File: src/rtl/if_prefetch_queue.sv
// Instruction-fetch front end: owns the fetch PC, keeps one memory read in flight and queues words with their PCs.
// Optional macro HALT_FETCH_EN: stop fetching after an HLT (opcode 4'hF) word is queued; adds fetch_halted.
module if_prefetch_queue #(
    parameter int          DEPTH    = 4,
    parameter logic [15:0] RESET_PC = 16'h0000
) (
    input  logic        Clk,
    input  logic        Rst,
    output logic        imem_req,
    output logic [15:0] imem_addr,
    input  logic        imem_ack,
    input  logic [15:0] imem_rdata,
    input  logic        redirect,
    input  logic [15:0] redirect_pc,
    input  logic        stall,
    output logic        inst_valid,
    output logic [15:0] inst_out,
    output logic [15:0] inst_pc,
    output logic [15:0] inst_npc
`ifdef HALT_FETCH_EN
    ,
    output logic        fetch_halted
`endif
);

    localparam int          AW      = $clog2(DEPTH);
    localparam logic [AW:0] DEPTH_C = (AW+1)'(DEPTH);

    typedef enum logic [1:0] {IDLE, REQ, DRAIN} state_t;

    state_t        state;
    logic [15:0]   fetch_pc;
    logic [15:0]   pc_hold;
    logic [AW-1:0] rd_ptr, wr_ptr;
    logic [AW:0]   count, count_nxt;
    logic [15:0]   q_data [DEPTH];
    logic [15:0]   q_pc   [DEPTH];
    logic          push, pop, room, halt_blk;

    // Room is judged on next-cycle occupancy so a newly issued request always has a reserved slot.
    always_comb begin
        push      = (state == REQ) && imem_ack && !redirect;
        pop       = inst_valid && !stall && !redirect;
        count_nxt = count + (AW+1)'(push) - (AW+1)'(pop);
        room      = count_nxt < DEPTH_C;
    end

`ifdef HALT_FETCH_EN
    logic halted;
    assign halt_blk     = halted || (push && imem_rdata[15:12] == 4'hF);
    assign fetch_halted = halted;

    always_ff @(posedge Clk or negedge Rst) begin
        if (!Rst)
            halted <= 1'b0;
        else if (redirect)
            halted <= 1'b0;
        else if (push && imem_rdata[15:12] == 4'hF)
            halted <= 1'b1;
    end
`else
    assign halt_blk = 1'b0;
`endif

    assign imem_addr = fetch_pc;

    always_ff @(posedge Clk or negedge Rst) begin
        if (!Rst) begin
            state    <= IDLE;
            imem_req <= 1'b0;
            fetch_pc <= RESET_PC;
        end else begin
            case (state)
                IDLE: begin
                    if (redirect) begin
                        fetch_pc <= redirect_pc;
                    end else if (count < DEPTH_C && !halt_blk) begin
                        state    <= REQ;
                        imem_req <= 1'b1;
                    end
                end
                REQ: begin
                    if (redirect) begin
                        fetch_pc <= redirect_pc;
                        imem_req <= 1'b0;
                        state    <= imem_ack ? IDLE : DRAIN;
                    end else if (imem_ack) begin
                        fetch_pc <= fetch_pc + 16'd1;
                        if (!room || halt_blk) begin
                            state    <= IDLE;
                            imem_req <= 1'b0;
                        end
                    end
                end
                DRAIN: begin
                    // The owed response belongs to the abandoned stream and is dropped.
                    if (redirect)
                        fetch_pc <= redirect_pc;
                    if (imem_ack) begin
                        if (!redirect && room && !halt_blk) begin
                            state    <= REQ;
                            imem_req <= 1'b1;
                        end else begin
                            state <= IDLE;
                        end
                    end
                end
                default: begin
                    state    <= IDLE;
                    imem_req <= 1'b0;
                end
            endcase
        end
    end

    always_ff @(posedge Clk or negedge Rst) begin
        if (!Rst) begin
            rd_ptr  <= '0;
            wr_ptr  <= '0;
            count   <= '0;
            pc_hold <= 16'h0000;
        end else begin
            if (inst_valid)
                pc_hold <= q_pc[rd_ptr];
            if (redirect) begin
                rd_ptr <= '0;
                wr_ptr <= '0;
                count  <= '0;
            end else begin
                if (push) wr_ptr <= wr_ptr + 1'b1;
                if (pop)  rd_ptr <= rd_ptr + 1'b1;
                count <= count_nxt;
            end
        end
    end

    always_ff @(posedge Clk) begin
        if (push) begin
            q_data[wr_ptr] <= imem_rdata;
            q_pc[wr_ptr]   <= fetch_pc;
        end
    end

    // With the queue empty the PC outputs keep showing the last delivered instruction.
    always_comb begin
        inst_valid = (count != '0);
        inst_out   = inst_valid ? q_data[rd_ptr] : 16'h0000;
        inst_pc    = inst_valid ? q_pc[rd_ptr]   : pc_hold;
        inst_npc   = inst_pc + 16'd1;
    end

endmodule
File: config.mk
export PLATFORM = sky130hd
export DESIGN_NAME = if_prefetch_queue
export DESIGN_NICKNAME = d
export VERILOG_FILES = /design/src/rtl/if_prefetch_queue.sv
export SDC_FILE = /design/constraint.sdc
export NUM_CORES = 1
export LEC_CHECK = 0
export BUFFER_PORTS_ARGS = -buffer_cell sky130_fd_sc_hd__buf_2
export CAP_MARGIN = 15
export CORE_MARGIN = 8
export CORE_UTILIZATION = 55
export CTS_CLUSTER_DIAMETER = 200
export DETAILED_ROUTE_END_ITERATION = 10
export GPL_TIMING_DRIVEN = 1
export PLACE_DENSITY = 0.83
export SKIP_CTS_REPAIR_TIMING = 1
export SLEW_MARGIN = 5
export SYNTH_ARGS = -nofsm -noshare
export SYNTH_HDL_FRONTEND = slang
export SYNTH_SLANG_ARGS = --single-unit
File: constraint.sdc
create_clock -name Clk -period 4.8 [get_ports Clk]
set_input_delay 0.48 -clock Clk [delete_from_list [all_inputs] [get_ports Clk]]
set_output_delay 0.48 -clock Clk [all_outputs]
set_load 0.01 [all_outputs]
==> impl_metrics.toml, run 1 <==
[status]
status = "completed"

[global_routing]
grt_usage = 0.186
grt_pass1_wl_mm = 25.2
grt_start_max_net_pins = 43
first_global_vias = 4588
antenna_found_initial = 0
globalRoute.totalOverflow = 0

[pwr]
vdd_drop_max_mv = 0.330
power_per_cell_area_nw_per_um2 = 609
leakage_nw = 3.22

[detailed_routing]
drc = 0
first_pass_iters = 5
antenna_left = 0
num_vias = 4415
wl_per_cell_um = 20.8
drt-total-wl_mm = 15.8
drtIter0Drc = 503
via_per_inst = 5.84

[synthesis]
synth.area.top_cells = "edfxtp_1, dfrtp_1, mux4_2"
synth_seq_cells = 170
ys_warn_count = 0
yosysUniqueCellTypes = 51
netlist_area_um2 = 7350
synth-edff-count = 128
synth_cells = 458
synth-main-ff-cell = "edfxtp_1"
synth_nets = 504
synth_seq_area_share = 0.666
syn_avg_cell_area_um2 = 16.1
synthArstFlopShare = 0.247
yosysTopAreaCellShare = 0.523
synth_area_leader_cell = "edfxtp_1"

[timing]
post-route-min-period_ns = 3.42
rsz0062_at_grt = "false"
slew_viol_final = 0
worst_slack_ns = 1.38
timing.fmax_mhz = 292
period_share = 0.713
fin_skew_ns = 0.00866
worst_slew_pin_slew_ns = 1.00
hold_violations = 0
setup_tns_ns = 0
setup_violations = 0
relSlewSlack = 0.332

[worst_setup_path]
reg2reg_depth = 12
start_kind = "flop"
cpPeakStageDelay_ns = 0.51
crit_type = "reg2out"
crit_path_end_kind = "output port"
required_ns = 4.32
timing.rr.end = "imem_req$_DFFE_PN0P_"
path_buf_inv = 3
crit_path_top_delay_cell = "nor3_4"
critPathMaxFanout = 35
worst-r2r-setup-slack_ns = 1.72
arrival_ns = 2.94
r2r-start = "count[2]$_DFF_PN0_"
worst_path_dominant_cell_family = "simple AND/OR/NAND/NOR gates"
cp_cell_sequence = "nor3_4, inv_6, mux2i_1, inv_1, ha_1, o21ai_2, nor4_2, xor2_1, buf_2"

[placement]
gp_congestion = 0.794
postPlaceCellArea_um2 = 8020
io_buffers = 102
pre_cts_ws_ns = 1.69
dp_hpwl_mm = 10.2
placed_cells = 724

[clock_tree]
cts_sinks = 170
cts_tree = "yes"
clk_pin_slew_ns = 0.06
clkLatencyLatePin_ns = 0.41
cts-buffers-inserted = 17
cts_root_buf = "clkbuf_16"
htreeDepth = 4
clk_path_buf_depth = 2

[floorplan]
die_y_um = 132
die_area_um2 = 17300
rows = 42
dieWidth_um = 132
ios = 103
initial_core_util = 0.560
core_um2 = 13100

[final_layout]
final_cell_count_no_fill = 756
drive_above_1_share = 0.316
antenna_cells = 0
layout.nets = 613
syn2layout_area_growth_pct = 17.1
fin_area_um2 = 8610
n_fill_cell = 889

[min_path]
min_path_type = "in2async"

[flow_run]
maxCapViolations = 0
final cells by class:
type | count | area, um2 | share of cell area
Clock buffer | 25 | 475 | 0.0552
Sequential cell | 170 | 4900 | 0.569
Tap cell | 176 | 220 | 0.0256
Inverter | 10 | 42.5 | 0.00494
Timing Repair Buffer | 110 | 571 | 0.0663
Clock inverter | 7 | 115 | 0.0134
Multi-Input combinational cell | 258 | 2290 | 0.266
metal layers:
metal / up-vias / wire length, um / track usage / share of wire
li1: 1982 / - / - / -
met1: 2230 / 6300 / 0.225 / 0.40
met2: 179 / 8060 / 0.308 / 0.51
met3: 24 / 1080 / 0.0549 / 0.069
met4: 0 / 320 / 0.0759 / 0.020
met5: - / 0 / 0 / 0
worst max-delay path by stage:
stage / startpoint / endpoint / slack (ns) / depth (start not counted)
floorplan: imem_ack / imem_req$_DFFE_PN0P_ / 1.89 / 14
detailed placement: redirect / imem_req$_DFFE_PN0P_ / 1.69 / 13
global route: count[2]$_DFF_PN0_ / inst_npc[14] / 1.13 / 9
global placement: redirect / imem_req$_DFFE_PN0P_ / 1.83 / 13
finish: count[2]$_DFF_PN0_ / inst_npc[14] / 1.38 / 9
CTS: count[2]$_DFF_PN0_ / inst_npc[14] / 1.34 / 9
power breakdown:
part / switching [W] / leakage [nW] / internal [W]
Sequential: 0.000245 / 1.66 / 0.00183
Clock: 0.000515 / 0.281 / 0.000845
Combinational: 0.00102 / 1.28 / 0.000791
logic make-up (layout without fill, tap and decap cells):
kind of cell | count (synthesis) | count (layout) | synth area share
XOR/XNOR | 18 | 18 | 0.0214
AO/OA/AOI/OAI | 65 | 65 | 0.0550
flip-flops | 170 | 170 | 0.666
buffers and inverters | 30 | 152 | 0.0225
adder cells (fa/ha/maj) | 9 | 9 | 0.0163
AND/OR/NAND/NOR | 122 | 122 | 0.0936
multiplexers | 44 | 44 | 0.125
stage by stage:
stage               utilization  power (W)  hold WS, ns
floorplan                     -    0.00326        0.184
global placement          0.611    0.00383        0.520
detailed placement        0.611    0.00390        0.531
CTS                       0.656    0.00528        0.265
global route              0.656    0.00551        0.275
finish                    0.656    0.00524        0.241
worst reg2reg max path: stages, from the launching register on:
cell      delay, ns
dfrtp_1        0.46
nor3_4         0.51
nor3_1         0.10
ha_1           0.31
inv_1          0.06
ha_1           0.13
inv_1          0.04
fa_1           0.37
xnor2_1        0.42
xor2_1         0.16
o21bai_1       0.15
a21oi_1        0.08
o32a_1         0.19
Yosys cell counts (all sizes together), types with 2 or more instances:
cell and count:
mux4 32, o22ai 5, dfrtp 42, buf 8, nand2b 3, o21ai 16, nand4 4, and3 2
inv 10, xnor2 5, nor2 18, edfxtp 128, nor3b 2, nor2b 5, mux2 11, nand2 33
nand3 16, nor4b 2, nor4 2, clkbuf 12, a21o 2, ha 8, a2bb2oi 6, a21oi 28
a31oi 2, nor3 10, and2 21, xor2 13
state kept, by name, summed over array words and instances (netlist names):
signal     cells
count          3
imem_addr     16
imem_req       1
pc_hold       16
q_data        64
q_pc          64
rd_ptr         2
state          2
wr_ptr         2
placed cells by master, fill, tap and decap left out, types with 6 or more instances in the layout:
cell	instances
a21oi_1	28
a2bb2oi_1	6
and2_1	21
buf_2	102
buf_4	8
clkbuf_1	6
clkbuf_16	17
dfrtp_1	41
edfxtp_1	128
ha_1	8
inv_1	9
mux2_4	8
mux4_1	10
mux4_2	22
nand2_1	33
nand3_1	15
nor2_1	18
nor3_1	9
o21ai_0	15
xor2_1	13
Note: power is estimated with default switching activity, not from simulation.
==> run 2, diff against run 1 <==
- clock period: 4.8 -> 3.6 ns (I/O delays scaled with it)
==> run 2 against run 1 <==
Via count up 0.72%. Cell area up 0.49%. Clock-buffer cell count down 7. Combinational power up 34%. Cell count up 0.79%. Critical path type unchanged. Critical endpoint is now inst_npc[10]. Largest cell class unchanged. Largest power group unchanged. Highest routed layer unchanged.
==> impl_metrics.toml, run 2 (synthesized netlist as in run 1, its figures left out) <==
[status]
status = "completed"

[min_path]
min_path_type = "in2async"

[detailed_routing]
drc = 0
antenna_left = 0
num_vias = 4447
via_per_inst = 5.84
drtIter0Drc = 548
drt-total-wl_mm = 16.2
wl_per_cell_um = 21.2
first_pass_iters = 8

[pwr]
leakage_nw = 3.24
finalPower_w = 0.00698
vdd_drop_max_mv = 0.425
power_per_cell_area_nw_per_um2 = 806
switching_share = 0.348
power_frac_clock = 0.257
p_int_w = 0.00455
sequentialPowerShare = 0.395
switchingPower_w = 0.00243
p_comb_frac = 0.347

[final_layout]
syn2layout_area_growth_pct = 17.7
final_cell_mix = "edfxtp_1, buf_2, dfrtp_1"
antenna_cells = 0
area.sequential_um2 = 4900
drive_above_1_share = 0.333
multi_input_area_um2 = 2290
top_regs = "q_data x64, q_pc x64"
n_fill_cell = 853
layout.nets = 619
final_common_cell = "edfxtp_1"

[timing]
hold_violations = 0
setup_tns_ns = 0
post-route-min-period_ns = 3.25
slew_viol_final = 0
relSlewSlack = 0.321
worst_slew_pin_slew_ns = 1.02
fin_skew_ns = 0.00557
period_share = 0.903
rsz0062_at_grt = "false"
timing.fmax_mhz = 307
setup_violations = 0

[clock_tree]
htreeDepth = 4
cts_tree = "yes"
cts-buffers-inserted = 17
cts_root_buf = "clkbuf_16"
clk_pin_slew_ns = 0.07
clk_path_buf_depth = 2
cts_sinks = 170
clkLatencyLatePin_ns = 0.42

[global_routing]
antenna_found_initial = 0
grt_usage = 0.190
grt_pass1_wl_mm = 25.4
grt_start_max_net_pins = 43
globalRoute.totalOverflow = 0
first_global_vias = 4493

[worst_setup_path]
crit_path_end_kind = "output port"
start_kind = "flop"
worst-r2r-setup-slack_ns = 0.53
crit_type = "reg2out"
required_ns = 3.24
critPathMaxFanout = 16
arrival_ns = 2.89

[floorplan]
ios = 103
dieWidth_um = 132
die_area_um2 = 17300
rows = 42
die_y_um = 132
initial_core_util = 0.560
core_um2 = 13100

[placement]
io_buffers = 102
dp_hpwl_mm = 10.4
gp_congestion = 0.888

[flow_run]
maxCapViolations = 0
-- run 2: changes by cell type in the layout (fill, tap and decap cells not counted) --
cell        delta
buf_4          +6
clkinv_2       +1
clkinv_4       +2
clkbuf_8       -1
inv_8          +1
clkinvlp_4     +4
bufinv_16      -1
clkbuf_1       -6
-- run 2: metal layers --
layer | vias to the layer above | share of wire | GRT usage | routed length, um
met5 | - | 0 | 0 | 0
met4 | 0 | 0.017 | 0.0645 | 273
met3 | 24 | 0.062 | 0.0484 | 1010
met2 | 188 | 0.51 | 0.320 | 8300
met1 | 2239 | 0.41 | 0.233 | 6590
li1 | 1996 | - | - | -
-- run 2: worst max-delay path, cell delays in order, from the launching register on --
cell and delay (ns):
dfrtp_2 0.68, mux4_1 0.67, mux2i_1 0.22, inv_1 0.10
ha_1 0.24, o21ai_2 0.16, nor3_1 0.11, xor2_1 0.15
buf_2 0.15
-- run 2: power by group through the flow --
stage          Sequential [W]  Combinational [W]  Clock (W)
2_1_floorplan         0.00268            0.00167          0
3_3_place_gp          0.00275            0.00237          0
3_5_place_dp          0.00278            0.00243          0
4_1_cts               0.00275            0.00247    0.00181
5_1_grt               0.00279            0.00264    0.00189
6_report              0.00276            0.00242    0.00179
-- run 2: layout make-up --
type | instances | area share
Timing Repair Buffer | 116 | 0.0711
Clock inverter | 14 | 0.0172
Sequential cell | 170 | 0.566
Multi-Input combinational cell | 258 | 0.265
Inverter | 10 | 0.00492
Clock buffer | 18 | 0.0507
Tap cell | 176 | 0.0254
-- run 2: final timing paths --
kind / start / to / cells past startpoint
max in group asynchronous: Rst / rd_ptr[0]$_DFFE_PN0P_ / 1
worst min-delay path: Rst / pc_hold[0]$_DFF_PN0_ / 1
worst max-delay path: rd_ptr[0]$_DFFE_PN0P_ / inst_npc[10] / 8
worst max register to register: state[0]$_DFFE_PN0P_ / imem_req$_DFFE_PN0P_ / 13
worst min register to register: pc_hold[11]$_DFF_PN0_ / pc_hold[11]$_DFF_PN0_ / 1
min in group Clk: imem_rdata[10] / q_data[0][10]$_DFFE_PP_ / 1
-- run 2: metrics by stage --
stage | area [um2] | hold WS (ns) | cells | worst slack (ns) | utilization
global placement | 8070 | 0.513 | 730 | 0.749 | 0.614
global route | 8650 | 0.135 | 762 | 0.118 | 0.659
floorplan | 7350 | 0.0644 | 458 | 0.813 | -
CTS | 8650 | 0.129 | 762 | 0.299 | 0.659
finish | 8650 | 0.113 | 762 | 0.348 | 0.659
detailed placement | 8070 | 0.528 | 730 | 0.522 | 0.614
